[config.mk]
export PLATFORM = sky130hd
export DESIGN_NAME = lsu_gen2
export DESIGN_NICKNAME = d
export VERILOG_FILES = /design/src/rtl/lsu_pkg.sv /design/src/rtl/lsu_req_fifo.sv /design/src/rtl/lsu_gen2.sv
export SDC_FILE = /design/constraint.sdc
export NUM_CORES = 2
export LEC_CHECK = 0
export ABC_AREA = 1
export BUFFER_PORTS_ARGS = -buffer_cell sky130_fd_sc_hd__buf_2
export CAP_MARGIN = 40
export CORE_ASPECT_RATIO = 0.5
export CORE_MARGIN = 10
export CORE_UTILIZATION = 40
export CTS_BUF_LIST = sky130_fd_sc_hd__clkbuf_8
export CTS_CLUSTER_SIZE = 20
export DETAILED_ROUTE_END_ITERATION = 8
export HOLD_SLACK_MARGIN = 0.08
export PLACE_DENSITY = 0.59
export SETUP_SLACK_MARGIN = 0.15
export SYNTH_ARGS = -nofsm -noshare
export SYNTH_HDL_FRONTEND = slang
export SYNTH_SLANG_ARGS = --single-unit
export TNS_END_PERCENT = 100
[constraint.sdc]
create_clock -name clk -period 16.8 [get_ports clk]
set_input_delay 5.04 -clock clk [delete_from_list [all_inputs] [get_ports clk]]
set_output_delay 5.04 -clock clk [all_outputs]
set_load 0.03 [all_outputs]
[src/rtl/lsu_pkg.sv]
// Shared types for the load/store unit: FSM states, queue entry layout and field widths.
// The entry geometry is fixed by the LSU_* constants; lsu_gen2 parameters default to them.
package lsu_pkg;

   localparam int WARP_BITS       = 2;
   localparam int REG_ADDR_BITS   = 4;
   localparam int LSU_DATA_WIDTH  = 16;
   localparam int LSU_ADDR_WIDTH  = 8;
   localparam int LSU_NUM_THREADS = 8;

   typedef enum logic [1:0] {
      IDLE      = 2'd0,
      ISSUE     = 2'd1,
      WAIT_RSP  = 2'd2,
      WRITEBACK = 2'd3
   } lsu_state_t;

   typedef struct packed {
      logic                                             is_store;
      logic [WARP_BITS-1:0]                             warp;
      logic [REG_ADDR_BITS-1:0]                         dest_reg;
      logic [LSU_NUM_THREADS-1:0]                       mask;
      logic [LSU_NUM_THREADS-1:0][LSU_ADDR_WIDTH-1:0]   addr;
      logic [LSU_NUM_THREADS-1:0][LSU_DATA_WIDTH-1:0]   data;
   } lsu_entry_t;

endpackage

[src/rtl/lsu_req_fifo.sv]
// Request queue for the LSU: circular buffer with wrap-around pointers and an occupancy count.
module lsu_req_fifo
   import lsu_pkg::*;
#(
   parameter int DEPTH = 4
) (
   input  logic       clk,
   input  logic       reset,
   input  logic       wr_en,
   input  lsu_entry_t wr_data,
   input  logic       rd_en,
   output lsu_entry_t rd_data,
   output logic       full,
   output logic       empty
);

   localparam int PTR_W = (DEPTH > 1) ? $clog2(DEPTH) : 1;

   lsu_entry_t       mem [DEPTH];
   logic [PTR_W-1:0] wr_ptr;
   logic [PTR_W-1:0] rd_ptr;
   logic [PTR_W:0]   count;
   logic             do_wr;
   logic             do_rd;

   assign full    = (count == (PTR_W+1)'(DEPTH));
   assign empty   = (count == '0);
   assign do_wr   = wr_en && !full;
   assign do_rd   = rd_en && !empty;
   assign rd_data = mem[rd_ptr];

   always_ff @(posedge clk or posedge reset) begin
      if (reset) begin
         wr_ptr <= '0;
         rd_ptr <= '0;
         count  <= '0;
      end else begin
         if (do_wr) wr_ptr <= wr_ptr + 1'b1;
         if (do_rd) rd_ptr <= rd_ptr + 1'b1;
         case ({do_wr, do_rd})
            2'b10:   count <= count + 1'b1;
            2'b01:   count <= count - 1'b1;
            default: count <= count;
         endcase
      end
   end

   // Payload storage carries no reset; validity is tracked by count alone.
   always_ff @(posedge clk) begin
      if (do_wr) mem[wr_ptr] <= wr_data;
   end

endmodule

[src/rtl/lsu_gen2.sv]
// Warp load/store unit: per-lane address generation, request queue and memory/writeback FSM.
// Optional macro LSU_PULL_BYPASS_EN lets the matmul pull unit borrow the writeback port.
//
// state     | meaning
// IDLE      | waiting for a queued request; latches and dequeues the head
// ISSUE     | mem_req_valid held with the working entry until mem_req_ready
// WAIT_RSP  | load accepted, waiting for mem_rsp_valid
// WRITEBACK | done pulse (plus wb write for loads); holds while a pull owns the wb port
module lsu_gen2
   import lsu_pkg::*;
#(
   parameter int DATA_WIDTH  = LSU_DATA_WIDTH,
   parameter int ADDR_WIDTH  = LSU_ADDR_WIDTH,
   parameter int NUM_THREADS = LSU_NUM_THREADS,
   parameter int QUEUE_DEPTH = 4
) (
   input  logic                                    clk,
   input  logic                                    reset,
   input  logic                                    req_valid,
   output logic                                    req_ready,
   input  logic                                    req_is_store,
   input  logic [WARP_BITS-1:0]                    req_warp,
   input  logic [REG_ADDR_BITS-1:0]                req_dest_reg,
   input  logic [NUM_THREADS-1:0]                  req_mask,
   input  logic [DATA_WIDTH-1:0]                   req_base_addr,
   input  logic [3:0]                              req_imm,
   input  logic [NUM_THREADS-1:0][DATA_WIDTH-1:0]  thread_idx,
   input  logic [NUM_THREADS-1:0][DATA_WIDTH-1:0]  req_store_data,
   output logic                                    mem_req_valid,
   input  logic                                    mem_req_ready,
   output logic                                    mem_we,
   output logic [NUM_THREADS-1:0]                  mem_lane_en,
   output logic [NUM_THREADS-1:0][ADDR_WIDTH-1:0]  mem_addr,
   output logic [NUM_THREADS-1:0][DATA_WIDTH-1:0]  mem_wdata,
   input  logic                                    mem_rsp_valid,
   input  logic [NUM_THREADS-1:0][DATA_WIDTH-1:0]  mem_rdata,
`ifdef LSU_PULL_BYPASS_EN
   input  logic                                    pull_valid,
   input  logic [WARP_BITS-1:0]                    pull_warp,
   input  logic [REG_ADDR_BITS-1:0]                pull_reg,
   input  logic [NUM_THREADS-1:0][DATA_WIDTH-1:0]  pull_data,
`endif
   output logic                                    wb_valid,
   output logic [WARP_BITS-1:0]                    wb_warp,
   output logic [REG_ADDR_BITS-1:0]                wb_reg,
   output logic [NUM_THREADS-1:0]                  wb_mask,
   output logic [NUM_THREADS-1:0][DATA_WIDTH-1:0]  wb_data,
   output logic                                    done_valid,
   output logic [WARP_BITS-1:0]                    done_warp
);

   lsu_state_t state_q;
   lsu_state_t state_d;
   lsu_entry_t enq_entry;
   lsu_entry_t head_entry;
   lsu_entry_t work_q;
   logic       fifo_full;
   logic       fifo_empty;
   logic       deq;
   logic       pull_stall;
   logic       in_issue;
   logic       wb_fire;
   logic       load_wb;

`ifdef LSU_PULL_BYPASS_EN
   assign pull_stall = pull_valid;
`else
   assign pull_stall = 1'b0;
`endif

   // Ready is forced low during reset so nothing is accepted while the queue is being cleared.
   assign req_ready = !fifo_full && !reset;

   always_comb begin
      enq_entry          = '0;
      enq_entry.is_store = req_is_store;
      enq_entry.warp     = req_warp;
      enq_entry.dest_reg = req_dest_reg;
      enq_entry.mask     = req_mask;
      for (int i = 0; i < NUM_THREADS; i++) begin
         enq_entry.addr[i] = req_base_addr[ADDR_WIDTH-1:0] + ADDR_WIDTH'(req_imm)
                           + thread_idx[i][ADDR_WIDTH-1:0];
         enq_entry.data[i] = req_store_data[i];
      end
   end

   lsu_req_fifo #(
      .DEPTH (QUEUE_DEPTH)
   ) u_req_fifo (
      .clk     (clk),
      .reset   (reset),
      .wr_en   (req_valid && req_ready),
      .wr_data (enq_entry),
      .rd_en   (deq),
      .rd_data (head_entry),
      .full    (fifo_full),
      .empty   (fifo_empty)
   );

   always_ff @(posedge clk or posedge reset) begin
      if (reset) begin
         state_q <= IDLE;
         work_q  <= '0;
      end else begin
         state_q <= state_d;
         if (deq) begin
            work_q <= head_entry;
         end else if (state_q == WAIT_RSP && mem_rsp_valid) begin
            for (int i = 0; i < NUM_THREADS; i++)
               work_q.data[i] <= work_q.mask[i] ? mem_rdata[i] : '0;
         end
      end
   end

   always_comb begin
      state_d = state_q;
      deq     = 1'b0;
      case (state_q)
         IDLE: begin
            if (!fifo_empty) begin
               deq     = 1'b1;
               state_d = ISSUE;
            end
         end
         ISSUE: begin
            if (mem_req_ready) state_d = work_q.is_store ? WRITEBACK : WAIT_RSP;
         end
         WAIT_RSP: begin
            if (mem_rsp_valid) state_d = WRITEBACK;
         end
         WRITEBACK: begin
            if (!pull_stall) state_d = IDLE;
         end
         default: state_d = IDLE;
      endcase
   end

   assign in_issue = (state_q == ISSUE);
   assign wb_fire  = (state_q == WRITEBACK) && !pull_stall;
   assign load_wb  = wb_fire && !work_q.is_store;

   always_comb begin
      mem_req_valid = in_issue;
      mem_we        = in_issue && work_q.is_store;
      mem_lane_en   = '0;
      mem_addr      = '0;
      mem_wdata     = '0;
      for (int i = 0; i < NUM_THREADS; i++) begin
         if (in_issue && work_q.mask[i]) begin
            mem_lane_en[i] = 1'b1;
            mem_addr[i]    = work_q.addr[i];
            mem_wdata[i]   = work_q.is_store ? work_q.data[i] : '0;
         end
      end
   end

   always_comb begin
      done_valid = wb_fire;
      done_warp  = wb_fire ? work_q.warp : '0;
      wb_valid   = load_wb;
      wb_warp    = load_wb ? work_q.warp : '0;
      wb_reg     = load_wb ? work_q.dest_reg : '0;
      wb_mask    = load_wb ? work_q.mask : '0;
      wb_data    = load_wb ? work_q.data : '0;
`ifdef LSU_PULL_BYPASS_EN
      if (pull_valid) begin
         wb_valid = 1'b1;
         wb_warp  = pull_warp;
         wb_reg   = pull_reg;
         wb_mask  = '1;
         wb_data  = pull_data;
      end
`endif
   end

endmodule

==> flow_summary.ini <==
[global_routing]
grt_usage_pct = 20.93
first_global_vias = 31140
wire_length_of_the_first_global_routing_pass_mm = 200.7
grt_antenna_before_repair = 58
grt_max_degree = 200
globalRouteOverflowTotal = 0

[setup_path]
worst_ep_required_time_ps = 11760
crit_path_end_kind = primary output
worstPathArrival_ps = 5630
worst-setup-path-type = primary input to primary output
r2r_slack_ps = 12880
crit_fanout = 2
worst_setup_path_start_kind = primary input

[sta]
fmax_mhz = 93.69
finClkSkew_ps = 25.87
setup_viol = 0
worst_pin_slew_ps = 1375
setup_total_negative_slack_ps = 0
final-hold-violation-count = 0
post-route-period-util_pct = 63.53
rsz0062_at_grt = no
relSlewSlack_pct = 8.360
max_slew_violation_total_from_the_final_report = 0
post-route-min-period_ps = 10670

[route]
drt_pre_antenna_iters = 8
drt_drc_violations_left = 0
num_vias = 32120
avgViaCountPerCell = 5.164
routed_wl_mm = 137.4
ant_nets = 0
detail_route.iter0.violations = 2464
wl_per_cell_um = 22.09

[synth]
syn_nets = 4379
ys_seq_elements = 1044
syn-mean-instance-area_um2 = 11.48
count_of_unique_library_cells_instantiated_by_yosys = 35
netlist_instances = 3875
sequential_fraction_of_the_synthesis_area_pct = 68.05
mappedNetlistArea_um2 = 44480
yosysWarningCount = 0

[clocking]
clkTransAtPathRegs_ps = 60
post-cts-setup-buffer-count = 0
clock_sink_count = 1044
numCtsBuffers = 154
worstSkewPairLatency_ps = 840
post_cts_hold_buffer_count = 0
post_cts_resized = 0
tritoncts = built
clockRootBuffer = sky130_fd_sc_hd__clkbuf_8
cts_max_path_buffers = 3
h-tree-depth = 4

[floorplan]
std_cell_rows = 86
die_h_um = 255.8
fp.coreArea_um2 = 110200
pin_count = 773
dieWidth_um = 491.6
die_outline_area_um2 = 125800
initial_utilization_pct = 40.37

[layout]
final.fill_count = 10100
final_layout_size_suffix_gt1_share_pct = 21.90
flow.area_growth_from_synthesis_pct = 18.44
final_core_util_pct = 47.81
final_nets = 5073
finalInstanceArea_um2 = 52680

[place]
place_congestion = 0.8744
dp_hpwl_mm = 90.78
total_of_buffers_placed_on_input_and_output_ports = 700
post_dp_cell_area_um2 = 49610

[power]
p_leak_nw = 21.33
vdd_drop_max_v = 0.0001453
power_density_nw_per_um2 = 168.5

[run_status]
status = completed

[worst_hold_path]
hp-class = register to register

[job]
maxCapViolations = 0
cells in the final DEF, fill, tap and decap left out, drive strengths merged:
master    instances
edfxtp          828
buf             765
nor2            707
o21ai           447
nand2           403
inv             362
nand3           223
dfrtp           216
o22ai           174
clkbuf          172
o211ai          112
a21oi            77
ha               70
clkinv           37
xor2             33
diode            26
o221ai           17
xnor2            16
fa               10
a221o             8
a31oi             8
clkinvlp          6
bufinv            5
nand4             2
and3              1
final timing paths:
path                                                  from  cells past startpoint                         endpoint
hold / removal             u_req_fifo.count[0]$_DFFE_PP0P_                      1  u_req_fifo.count[0]$_DFFE_PP0P_
hold reg to reg            u_req_fifo.count[0]$_DFFE_PP0P_                      1  u_req_fifo.count[0]$_DFFE_PP0P_
min in group asynchronous                            reset                      2          work_q[200]$_DFFE_PP0N_
setup / recovery                                     reset                      3                        req_ready
setup reg to reg           u_req_fifo.count[1]$_DFFE_PP0P_                      8  u_req_fifo.mem[1][48]$_DFFE_PP_
max in group asynchronous                            reset                      5          work_q[153]$_DFFE_PP0N_
critical path: stages:
cell	delay, ps
sky130_fd_sc_hd__buf_2	140
sky130_fd_sc_hd__a31oi_1	210
sky130_fd_sc_hd__buf_2	250
report_power, final:
part           switching, mW  leakage, nW  internal (mW)
combinational           2.38         9.37          0.951
clock                   1.00         1.77           1.02
sequential             0.183         10.2           3.34
through the flow:
stage	hold slack (ps)	instances	worst slack (ps)	power, mW
finish	503.4	6221	6127	8.877
global route	523.7	6214	6129	9.421
CTS	502.3	6194	6149	8.954
detailed placement	485.4	5908	6154	6.928
global placement	482.1	5883	6167	6.739
floorplan	448.7	3875	1401	5.936
Yosys cell counts, drive strengths merged:
library cell  instances  area share (%)
a221o                 8            0.18
clkinv                1          0.0084
clkbuf               81            0.72
fa                   10            0.45
nor2                707             6.0
xnor2                16            0.32
nand3               223             2.5
nand2               403             3.4
and3                  1           0.014
a31oi                 8            0.11
o211ai              112             2.3
o221ai               17            0.33
inv                 295             2.5
a21oi                77            0.87
xor2                 33            0.65
buf                 146             2.1
o21ai               447             5.0
o22ai               174             2.4
edfxtp              828              56
dfrtp               216              12
nand4                 2           0.028
ha                   70             2.0
metal layers:
metal  track usage [%]  wire (um)
met5                 0        189
met4             8.517       4888
met1             24.82      53380
met2             37.21      71560
met3             3.975       7380
sequential cells by signal, indices dropped and copies added (netlist names):
signal and flops:
u_req_fifo.rd_ptr 2, u_req_fifo.count 3, u_req_fifo.mem 828, state_q 2, work_q 207, u_req_fifo.wr_ptr 2
area by class of cell:
class,count,area [um^2],area share (%)
clock buffers,172,2367,4.493
clock inverters,114,619.3,1.176
repair buffers,765,4464,8.474
well taps,1496,1872,3.553
diodes,26,65.06,0.1235
inverters,296,1144,2.171
flip-flops and latches,1044,30280,57.47
multi-input cells,2308,11880,22.54
logic make-up after synthesis:
group                    Yosys count  share of synthesized area, %
AO/OA/AOI/OAI                    843                         11.25
flip-flops                      1044                         68.05
buffers and inverters            523                         5.370
adder cells (fa/ha/maj)           80                         2.419
XOR/XNOR                          49                        0.9648
AND/OR/NAND/NOR                 1336                         11.95
No activity file was read; power rests on OpenSTA's default activity.
